<file path="src/rtl/prim_arbiter_wrr_pkt.sv">
// -----------------------------------------------------------------------------
// prim_arbiter_wrr_pkt
//
// N:1 weighted round-robin arbiter that grants at packet granularity. Once a
// requester wins, it keeps the output for a window of whole packets (its
// weight, 0 treated as 1), so beats of different packets never interleave.
// The arbitration decision is also held while the sink stalls.
//
// Ports
//   clk_i     in   clock
//   rst_ni    in   asynchronous active-low reset
//   req_i     in   [N]         per-requester valid, held until granted
//   data_i    in   [N][DW]     per-requester beat data
//   last_i    in   [N]         per-requester end-of-packet marker
//   weight_i  in   [N][WeightW] packets per grant window (0 acts as 1)
//   gnt_o     out  [N]         one-hot beat accept (selected req & ready_i)
//   idx_o     out  [IdxW]      index of the selected requester
//   valid_o   out              beat valid to sink
//   data_o    out  [DW]        data of the selected requester
//   last_o    out              end-of-packet of the selected beat
//   ready_i   in               sink ready
// -----------------------------------------------------------------------------
module prim_arbiter_wrr_pkt #(
    parameter int N       = 4,
    parameter int DW      = 32,
    parameter int WeightW = 4,
    parameter int IdxW    = $clog2(N)
) (
    input  logic                            clk_i,
    input  logic                            rst_ni,
    input  logic [N-1:0]                    req_i,
    input  logic [N-1:0][DW-1:0]            data_i,
    input  logic [N-1:0]                    last_i,
    input  logic [N-1:0][WeightW-1:0]       weight_i,
    output logic [N-1:0]                    gnt_o,
    output logic [IdxW-1:0]                 idx_o,
    output logic                            valid_o,
    output logic [DW-1:0]                   data_o,
    output logic                            last_o,
    input  logic                            ready_i
);

    typedef enum logic {
        ARB  = 1'b0,
        LOCK = 1'b1
    } state_e;

    state_e               state_q, state_d;
    logic [IdxW-1:0]      ptr_q, ptr_d;
    logic [IdxW-1:0]      owner_q, owner_d;
    logic [WeightW-1:0]   pkt_cnt_q, pkt_cnt_d;
    logic [WeightW-1:0]   win_q, win_d;
    logic                 in_pkt_q, in_pkt_d;

    logic [IdxW-1:0]      winner;
    logic [WeightW-1:0]   wgt_eff;
    logic [IdxW-1:0]      sel;
    logic                 valid;
    logic                 xfer;
    logic                 sel_last;
    logic [WeightW:0]     cnt_inc;

    // Index increment that wraps at N, which need not be a power of two.
    function automatic logic [IdxW-1:0] inc_wrap(input logic [IdxW-1:0] v);
        return (v == IdxW'(N - 1)) ? '0 : v + 1'b1;
    endfunction

    // Round-robin search starting at ptr_q; winner stays 0 when nobody requests.
    // NOTE: every variable written in always_comb gets a default first so no latch is inferred.
    always_comb begin
        logic found;
        found  = 1'b0;
        winner = '0;
        for (int k = 0; k < N; k++) begin
            int c;
            c = int'(ptr_q) + k;
            if (c >= N) c = c - N;
            if (!found && req_i[c]) begin
                found  = 1'b1;
                winner = IdxW'(c);
            end
        end
    end

    assign wgt_eff = (weight_i[winner] == '0) ? WeightW'(1) : weight_i[winner];

    // Datapath select: the locked owner in LOCK, the fresh winner in ARB.
    always_comb begin
        sel   = winner;
        valid = |req_i;
        if (state_q == LOCK) begin
            sel   = owner_q;
            valid = req_i[owner_q];
        end
        xfer     = valid & ready_i;
        sel_last = last_i[sel];
        gnt_o    = '0;
        if (xfer) gnt_o[sel] = 1'b1;
    end

    assign idx_o   = sel;
    assign valid_o = valid;
    assign data_o  = data_i[sel];
    assign last_o  = sel_last & valid;

    // Compared one bit wider so a full window of 2^WeightW-1 packets cannot wrap.
    assign cnt_inc = {1'b0, pkt_cnt_q} + 1'b1;

    always_comb begin
        state_d   = state_q;
        ptr_d     = ptr_q;
        owner_d   = owner_q;
        pkt_cnt_d = pkt_cnt_q;
        win_d     = win_q;
        in_pkt_d  = in_pkt_q;

        unique case (state_q)
            ARB: begin
                if (valid) begin
                    if (xfer && sel_last && (wgt_eff == WeightW'(1))) begin
                        // Single-packet window finished in one beat: no need to lock.
                        ptr_d = inc_wrap(winner);
                    end else begin
                        // Lock either to continue the packet/window or to hold
                        // the decision while the sink stalls.
                        state_d = LOCK;
                        owner_d = winner;
                        win_d   = wgt_eff;
                        if (xfer) begin
                            pkt_cnt_d = sel_last ? WeightW'(1) : '0;
                            in_pkt_d  = ~sel_last;
                        end else begin
                            pkt_cnt_d = '0;
                            in_pkt_d  = 1'b0;
                        end
                    end
                end
            end
            LOCK: begin
                if (xfer) begin
                    if (sel_last) begin
                        in_pkt_d = 1'b0;
                        if (cnt_inc >= {1'b0, win_q}) begin
                            state_d   = ARB;
                            ptr_d     = inc_wrap(owner_q);
                            pkt_cnt_d = '0;
                        end else begin
                            pkt_cnt_d = cnt_inc[WeightW-1:0];
                        end
                    end else begin
                        in_pkt_d = 1'b1;
                    end
                end else if (!in_pkt_q && !req_i[owner_q]) begin
                    // Owner went quiet between packets: give up the rest of the window.
                    state_d   = ARB;
                    ptr_d     = inc_wrap(owner_q);
                    pkt_cnt_d = '0;
                end
                // A mid-packet drop of req keeps the lock; the sink just sees a bubble.
            end
            default: state_d = ARB;
        endcase
    end

    // NOTE: sequential state uses non-blocking assignments so every flop samples pre-edge values.
    always_ff @(posedge clk_i or negedge rst_ni) begin
        if (!rst_ni) begin
            state_q   <= ARB;
            ptr_q     <= '0;
            owner_q   <= '0;
            pkt_cnt_q <= '0;
            win_q     <= WeightW'(1);
            in_pkt_q  <= 1'b0;
        end else begin
            state_q   <= state_d;
            ptr_q     <= ptr_d;
            owner_q   <= owner_d;
            pkt_cnt_q <= pkt_cnt_d;
            win_q     <= win_d;
            in_pkt_q  <= in_pkt_d;
        end
    end

`ifndef SYNTHESIS
    a_gnt_onehot0 : assert property (@(posedge clk_i) disable iff (!rst_ni)
        $onehot0(gnt_o));
    a_gnt_handshake : assert property (@(posedge clk_i) disable iff (!rst_ni)
        (|gnt_o) |-> (ready_i && valid_o));
    a_idx_stall_stable : assert property (@(posedge clk_i) disable iff (!rst_ni)
        (valid_o && !ready_i) |=> $stable(idx_o));
    a_owner_in_pkt : assert property (@(posedge clk_i) disable iff (!rst_ni)
        in_pkt_q |=> $stable(owner_q));
`endif

endmodule

</file>
<file path="config.mk">
export PLATFORM = sky130hd
export DESIGN_NAME = prim_arbiter_wrr_pkt
export DESIGN_NICKNAME = d
export VERILOG_FILES = /design/src/rtl/prim_arbiter_wrr_pkt.sv
export SDC_FILE = /design/constraint.sdc
export NUM_CORES = 1
export LEC_CHECK = 0
export ABC_AREA = 1
export CAP_MARGIN = 20
export CORE_MARGIN = 1
export CORE_UTILIZATION = 30
export CTS_CLUSTER_DIAMETER = 150
export CTS_CLUSTER_SIZE = 20
export DETAILED_ROUTE_END_ITERATION = 7
export PLACE_DENSITY = 0.79
export SETUP_SLACK_MARGIN = 0.1
export SLEW_MARGIN = 30
export SYNTH_ARGS = -nofsm -noshare
export SYNTH_HDL_FRONTEND = slang
export SYNTH_SLANG_ARGS = --single-unit
</file>
<file path="constraint.sdc">
create_clock -name clk_i -period 2.5 [get_ports clk_i]
set_clock_uncertainty 0.05 [all_clocks]
set_input_delay 0.375 -clock clk_i [delete_from_list [all_inputs] [get_ports clk_i]]
set_output_delay 0.375 -clock clk_i [all_outputs]
set_load 0.02 [all_outputs]
</file>
==> out/results.ini, run 1 <==
[synthesis]
synth_cell_type_count=32
synth_edf_count=0
yosys-top-cells-area=nand3_1 25%, nand2_1 15%, dfrtp_1 14%
syn-cell-area_mm2=0.00229
yosysWarnings=0
synth_area_leader_cell=nand3_1
syn-num-nets=545
synth_most_common_cell=nand3_1
ys_seq_area_share_pct=15.4
avgSynthCellArea_um2=5.97
synthTopCellsByCount=116 x nand3_1, 91 x nand2_1, 32 x a22oi_1
netlist.area_leader.share_pct=25.4
async_reset_ff_share_pct=100
syn_inst=383
synthFlopType=dfrtp_1
ys_seq_elements=14

[place]
post-place-cells=709
dp_hpwl_mm=9.59
io_buffers=194
globalplace.congestion=0.909
placed_area_mm2=0.00504

[hold_path]
hold_path_class=reg2reg

[worst_setup_path]
crit_path_start_kind=flop
cp.arrival_ns=2.63
critical_path_peak_fanout=5
endpoint_kind=output pin
cp.required_ns=2.08
crit_type=reg2out
r2r_slack_ns=-0.31

[global_routing]
grt_antenna_before_repair=0
grt_overflow=0
grt_pass1_vias=4100
grt_use_total_pct=33.9
grt_first_pass_wirelength_mm=20.5
grt_max_degree=19

[floorplan]
dieArea_mm2=0.00798
pin_count=195
die_height_um=89.3
fp.coreArea_mm2=0.00729
start_util_pct=31.4
die_w_um=89.3
num_rows=31

[job]
drv_cap=0

[sta]
worst_pin_slew_ns=0.627
rsz0062_at_grt=yes
setup_slack_ns=-0.559
fin_setup_tns_ns=-19.11
fin_crit_sh_pct=122
finalHoldViolCount=0
slew_violations=0
whs_ns=0.433
fin_crit_ns=3.06
setup_viol=54
slew_headroom_pct=58.0
fmax_ghz=0.327

[clock_network]
insertion_delay_ns=0.24
cts.sinks=14
cts_buffer_depth=2
cts.htree.levels=1
cts-root-buf=clkbuf_8
path_clk_slew_ns=0.06
numCtsBuffers=3
cts_tree=yes
postCtsHoldBufs=0

[run_status]
outcome=complete, but fails checks
violations=setup timing

[final_layout]
final_nets=811
final_area_mm2=0.00595
insertedDiodeCount=0
layout.cells.non_filler=747
drive_gt1_share_pct=42.0
areaGrowthSynthToFinish_pct=160

[detailed_routing]
wirelength_mm=15.6
antenna_left=0
drtPass1Iterations=7
drtIter0Drc=212
wire_per_inst_um=20.9
routed-via-count=4301
vias_per_cell=5.76
drc=0

[power_and_ir_drop]
power.total_w=0.0106
vdd_ir_drop_max_v=0.00105
power.density_mw_per_mm2=1780
leakagePower_nw=2.72

-- stage by stage --
stage          setup slack [ns]  util (%)
2_1_floorplan            0.0737         -
3_3_place_gp             -0.789      69.1
3_5_place_dp             -0.865      69.1
4_1_cts                  -0.402      77.5
5_1_grt                  -0.696      81.6
6_report                 -0.559      81.6
-- where the power goes --
group	switching (W)	leakage [nW]	internal, W	total [W]
Combinational	0.00521	2.52	0.00475	0.00997
Clock	0.0000735	0.0228	0.000112	0.000186
Sequential	0.0000914	0.175	0.000329	0.000421
Total	0.00538	2.72	0.00519	0.0106
-- cell type report --
cell class | count | area, um^2
timing repair buffer | 283 | 3000
sequential | 14 | 354
fill | 423 | 1340
tap | 99 | 124
multi-input combinational | 316 | 2280
inverter | 31 | 141
clock buffer | 4 | 45.0
-- worst max-delay path, stage by stage, from the launching register on --
cell and delay (ns):
dfrtp_2 0.43, buf_6 0.15, nand2_1 0.10, nand3_4 0.11
buf_4 0.12, nand2_1 0.06, nand2_1 0.09, nand4_1 0.15
nand2_2 0.18, nor2_4 0.07, buf_4 0.13, bufbuf_16 0.26
a22oi_1 0.20, nand3_1 0.15, buf_6 0.16
-- worst paths after layout --
path	from	cells past startpoint	end
worst max-delay path	ptr_q[0]$_DFFE_PN0P_	14	data_o[14]
worst min register to register	win_q[0]$_DFFE_PN1P_	2	win_q[0]$_DFFE_PN1P_
worst max register to register	ptr_q[0]$_DFFE_PN0P_	18	pkt_cnt_q[3]$_DFFE_PN0P_
worst min-delay path	win_q[0]$_DFFE_PN1P_	2	win_q[0]$_DFFE_PN1P_
max in group asynchronous	rst_ni	1	ptr_q[1]$_DFFE_PN0P_
min in group asynchronous	rst_ni	1	win_q[3]$_DFFE_PN0P_
-- layer usage --
metal  wire length (um)  up-vias  global-route usage, %  share of wire, %
li1                   -     1891                      -                 -
met3               1570      109                   7.48                10
met5                  0        -                      0                 0
met2               7670      308                   60.0                49
met1               5350     1993                   38.0                34
met4               1020        0                   17.7               6.5
-- logic make-up after synthesis --
group / after synthesis / share of synthesized area [%]
and+or+nand+nor: 247 / 52.8
AOI/OAI and AO/OA: 59 / 17.1
buffers and inverters: 54 / 10.2
DFF: 14 / 15.4
adders and majority gates: 7 / 3.83
xor gates and xnor gates: 2 / 0.766
-- flip-flops by register name, summed over array words and instances, names as in the netlist --
name       count
ptr_q          2
in_pkt_q       1
pkt_cnt_q      4
owner_q        2
state_q        1
win_q          4
-- timing repair --
| action | CTS | global route |
|---|---|---|
| pin swaps | 29 | 41 |
| resized for setup | 295 | 53 |
| setup buffers | 19 | 8 |
| endpoints found under the setup margin | 54 | 54 |
| cloned | 7 | 2 |
-- cell usage in the layout, fill, tap and decap left out, types with 4 or more instances in the layout --
cell / synthesis / routed
nand4_1: 7 / 7
buf_12: 0 / 10
ha_1: 7 / 7
a21oi_1: 7 / 7
nand3_2: 5 / 34
buf_6: 2 / 53
buf_4: 1 / 54
nor2_1: 7 / 5
dlygate4sd2_1: 0 / 4
a22oi_2: 0 / 29
o21ai_0: 8 / 7
dfrtp_1: 13 / 11
inv_2: 3 / 5
clkdlybuf4s50_1: 0 / 151
o21ai_2: 0 / 4
inv_1: 27 / 22
nand2_1: 91 / 56
buf_16: 0 / 4
nand2_2: 7 / 31
nand3_1: 116 / 83
nand3_4: 0 / 5
nand2_4: 3 / 14
o21ai_1: 8 / 4
buf_8: 0 / 4
nor2_4: 1 / 5
No activity file was read; power rests on OpenSTA's default activity.
==> run 2, diff against run 1 <==
--- a/config.mk
+++ b/config.mk
@@ -7,11 +7,11 @@
 export LEC_CHECK = 0
 export ABC_AREA = 1
 export CAP_MARGIN = 20
-export CORE_MARGIN = 1
 export CORE_UTILIZATION = 30
 export CTS_CLUSTER_DIAMETER = 150
 export CTS_CLUSTER_SIZE = 20
 export DETAILED_ROUTE_END_ITERATION = 7
+export GPL_TIMING_DRIVEN = 1
 export PLACE_DENSITY = 0.79
 export SETUP_SLACK_MARGIN = 0.1
 export SLEW_MARGIN = 30
==> results of run 2 <==
No change in the layout: final DEF, timing and power equal those of run 1.
==> run 3, diff against run 2 <==
--- a/config.mk
+++ b/config.mk
@@ -7,12 +7,14 @@
 export LEC_CHECK = 0
 export ABC_AREA = 1
 export CAP_MARGIN = 20
-export CORE_UTILIZATION = 30
+export CELL_PAD_IN_SITES_DETAIL_PLACEMENT = 0
+export CELL_PAD_IN_SITES_GLOBAL_PLACEMENT = 1
+export CORE_UTILIZATION = 18
 export CTS_CLUSTER_DIAMETER = 150
 export CTS_CLUSTER_SIZE = 20
 export DETAILED_ROUTE_END_ITERATION = 7
-export GPL_TIMING_DRIVEN = 1
-export PLACE_DENSITY = 0.79
+export GPL_TIMING_DRIVEN = 0
+export PLACE_DENSITY_LB_ADDON = 0.1
 export SETUP_SLACK_MARGIN = 0.1
 export SLEW_MARGIN = 30
 export SYNTH_ARGS = -nofsm -noshare
==> out/results.ini, run 3 (synthesis gave the netlist of run 1 again) <==
[sta]
rsz0062_at_grt=yes
setup_slack_ns=-0.402
fin_crit_ns=2.90
fin_setup_tns_ns=-16.17
fin_crit_sh_pct=116
fmax_ghz=0.345
worst_pin_slew_ns=0.652
finalHoldViolCount=0
slew_violations=0
setup_viol=52
slew_headroom_pct=56.4

[final_layout]
drive_gt1_share_pct=38.1
areaGrowthSynthToFinish_pct=150
layout_common_cells=150 x clkdlybuf4s50_1, 79 x nand3_1, 66 x nand2_1
final_common_cell=clkdlybuf4s50_1
post-route-util_pct=46.8
layout_top_registers=pkt_cnt_q x4, win_q x4
insertedDiodeCount=0
final_nets=783

[floorplan]
dieArea_mm2=0.0132
start_util_pct=18.7
fp.coreArea_mm2=0.0122
die_height_um=115
die_w_um=115
num_rows=40
pin_count=195

[worst_setup_path]
critical_path_peak_fanout=10
cp.arrival_ns=2.48
crit_path_start_kind=flop
crit_type=reg2out
cp.required_ns=2.08
endpoint_kind=output pin

[global_routing]
grt_overflow=0
grt_pass1_vias=3669
met1_usage_pct=20.8
use_met3_pct=4.71
grt_antenna_before_repair=0
grt_use_total_pct=19.0
grt_use_met2_pct=37.3
grt_first_pass_wirelength_mm=19.7
grt_max_degree=15
top_usage_layer=met2

[hold_path]
hold_path_class=reg2reg

[run_status]
outcome=complete, but fails checks
violations=setup timing

[clock_network]
numCtsBuffers=3
postCtsHoldBufs=0
cts_tree=yes
cts.htree.levels=1
cts.sinks=14
insertion_delay_ns=0.24
path_clk_slew_ns=0.05
cts_buffer_depth=2
cts-root-buf=clkbuf_16

[power_and_ir_drop]
power.density_mw_per_mm2=1670
vdd_ir_drop_max_v=0.000534
leakagePower_nw=2.57
power.total_w=0.00957

[detailed_routing]
vias_per_cell=4.73
routed-via-count=3727
drtPass1Iterations=6
drc=0
antenna_left=0
wire_per_inst_um=16.8
drtIter0Drc=163
wirelength_mm=13.3

[place]
io_buffers=194
globalplace.congestion=0.803
dp_hpwl_mm=10.2

[job]
drv_cap=0

run 3: cell types whose count changed in the layout (fill, tap and decap cells not counted), sizes merged:
cell / delta
buf: -33
bufbuf: -1
clkbuf: +7
nand3: -1
dlygate4sd2: +1
clkdlybuf4s50: -1
run 3: where the power goes:
group          leakage, nW  switching, W  internal, W  total [W]
Clock               0.0442     0.0000956     0.000243   0.000338
Combinational         2.35       0.00468      0.00412    0.00880
Sequential           0.175      0.000102     0.000329   0.000431
Total                 2.57       0.00488      0.00469    0.00957
run 3: layout make-up:
type                       instances  area, um^2
tap                              168         210
sequential                        14         354
multi-input combinational        315        2250
timing repair buffer             233        2340
inverter                          31         139
buffer                            23         327
fill                            1238        6500
clock buffer                       4        88.8
run 3: final timing paths:
kind                                            from                        to  slack [ns]  depth (start not counted)
worst max-delay path            ptr_q[0]$_DFFE_PN0P_                 data_o[5]       -0.40                         19
worst min-delay path            win_q[0]$_DFFE_PN1P_      win_q[0]$_DFFE_PN1P_        0.43                          2
worst max register to register  ptr_q[0]$_DFFE_PN0P_  pkt_cnt_q[1]$_DFFE_PN0P_       -0.22                         21
worst min register to register  win_q[0]$_DFFE_PN1P_      win_q[0]$_DFFE_PN1P_        0.43                          2
max in group asynchronous                     rst_ni      ptr_q[0]$_DFFE_PN0P_        1.46                          1
min in group asynchronous                     rst_ni  pkt_cnt_q[2]$_DFFE_PN0P_        0.48                          1
run 3: layer usage:
metal	part of all wire [%]	vias up
li1	-	1822
met2	54	131
met4	1.1	0
met5	0	-
met3	8.3	12
met1	37	1762
run 3: critical path, stage by stage (launching register included):
cell and delay [ns]:
dfrtp_2 0.46, inv_4 0.11, buf_6 0.12, nand2_2 0.05, nand3_2 0.06, nand2_1 0.06, inv_2 0.08, nand2_1 0.06
nand2_1 0.06, nand2_2 0.06, nand2_4 0.06, nand3_4 0.08, nand2_4 0.09, buf_12 0.12, nor2_4 0.05, buf_12 0.13
buf_12 0.14, a22oi_2 0.18, nand3_2 0.10, buf_6 0.14
run 3: through the flow:
stage / setup WS (ns) / std cells / hold WS (ns) / area [um^2]
2_1_floorplan: 0.0737 / 383 / 0.0294 / 2620
3_3_place_gp: -1.42 / 745 / 0.423 / 4770
3_5_place_dp: -1.43 / 745 / 0.426 / 4770
4_1_cts: -0.425 / 778 / 0.432 / 5380
5_1_grt: -0.530 / 788 / 0.437 / 5710
6_report: -0.402 / 788 / 0.427 / 5710
run 3: what timing repair did:
item                       4_1_cts  5_1_grt
resized for setup              307       58
pin swaps                       12       23
setup buffers                   26       10
gates cloned                     3        1
setup endpoints to repair       54       54
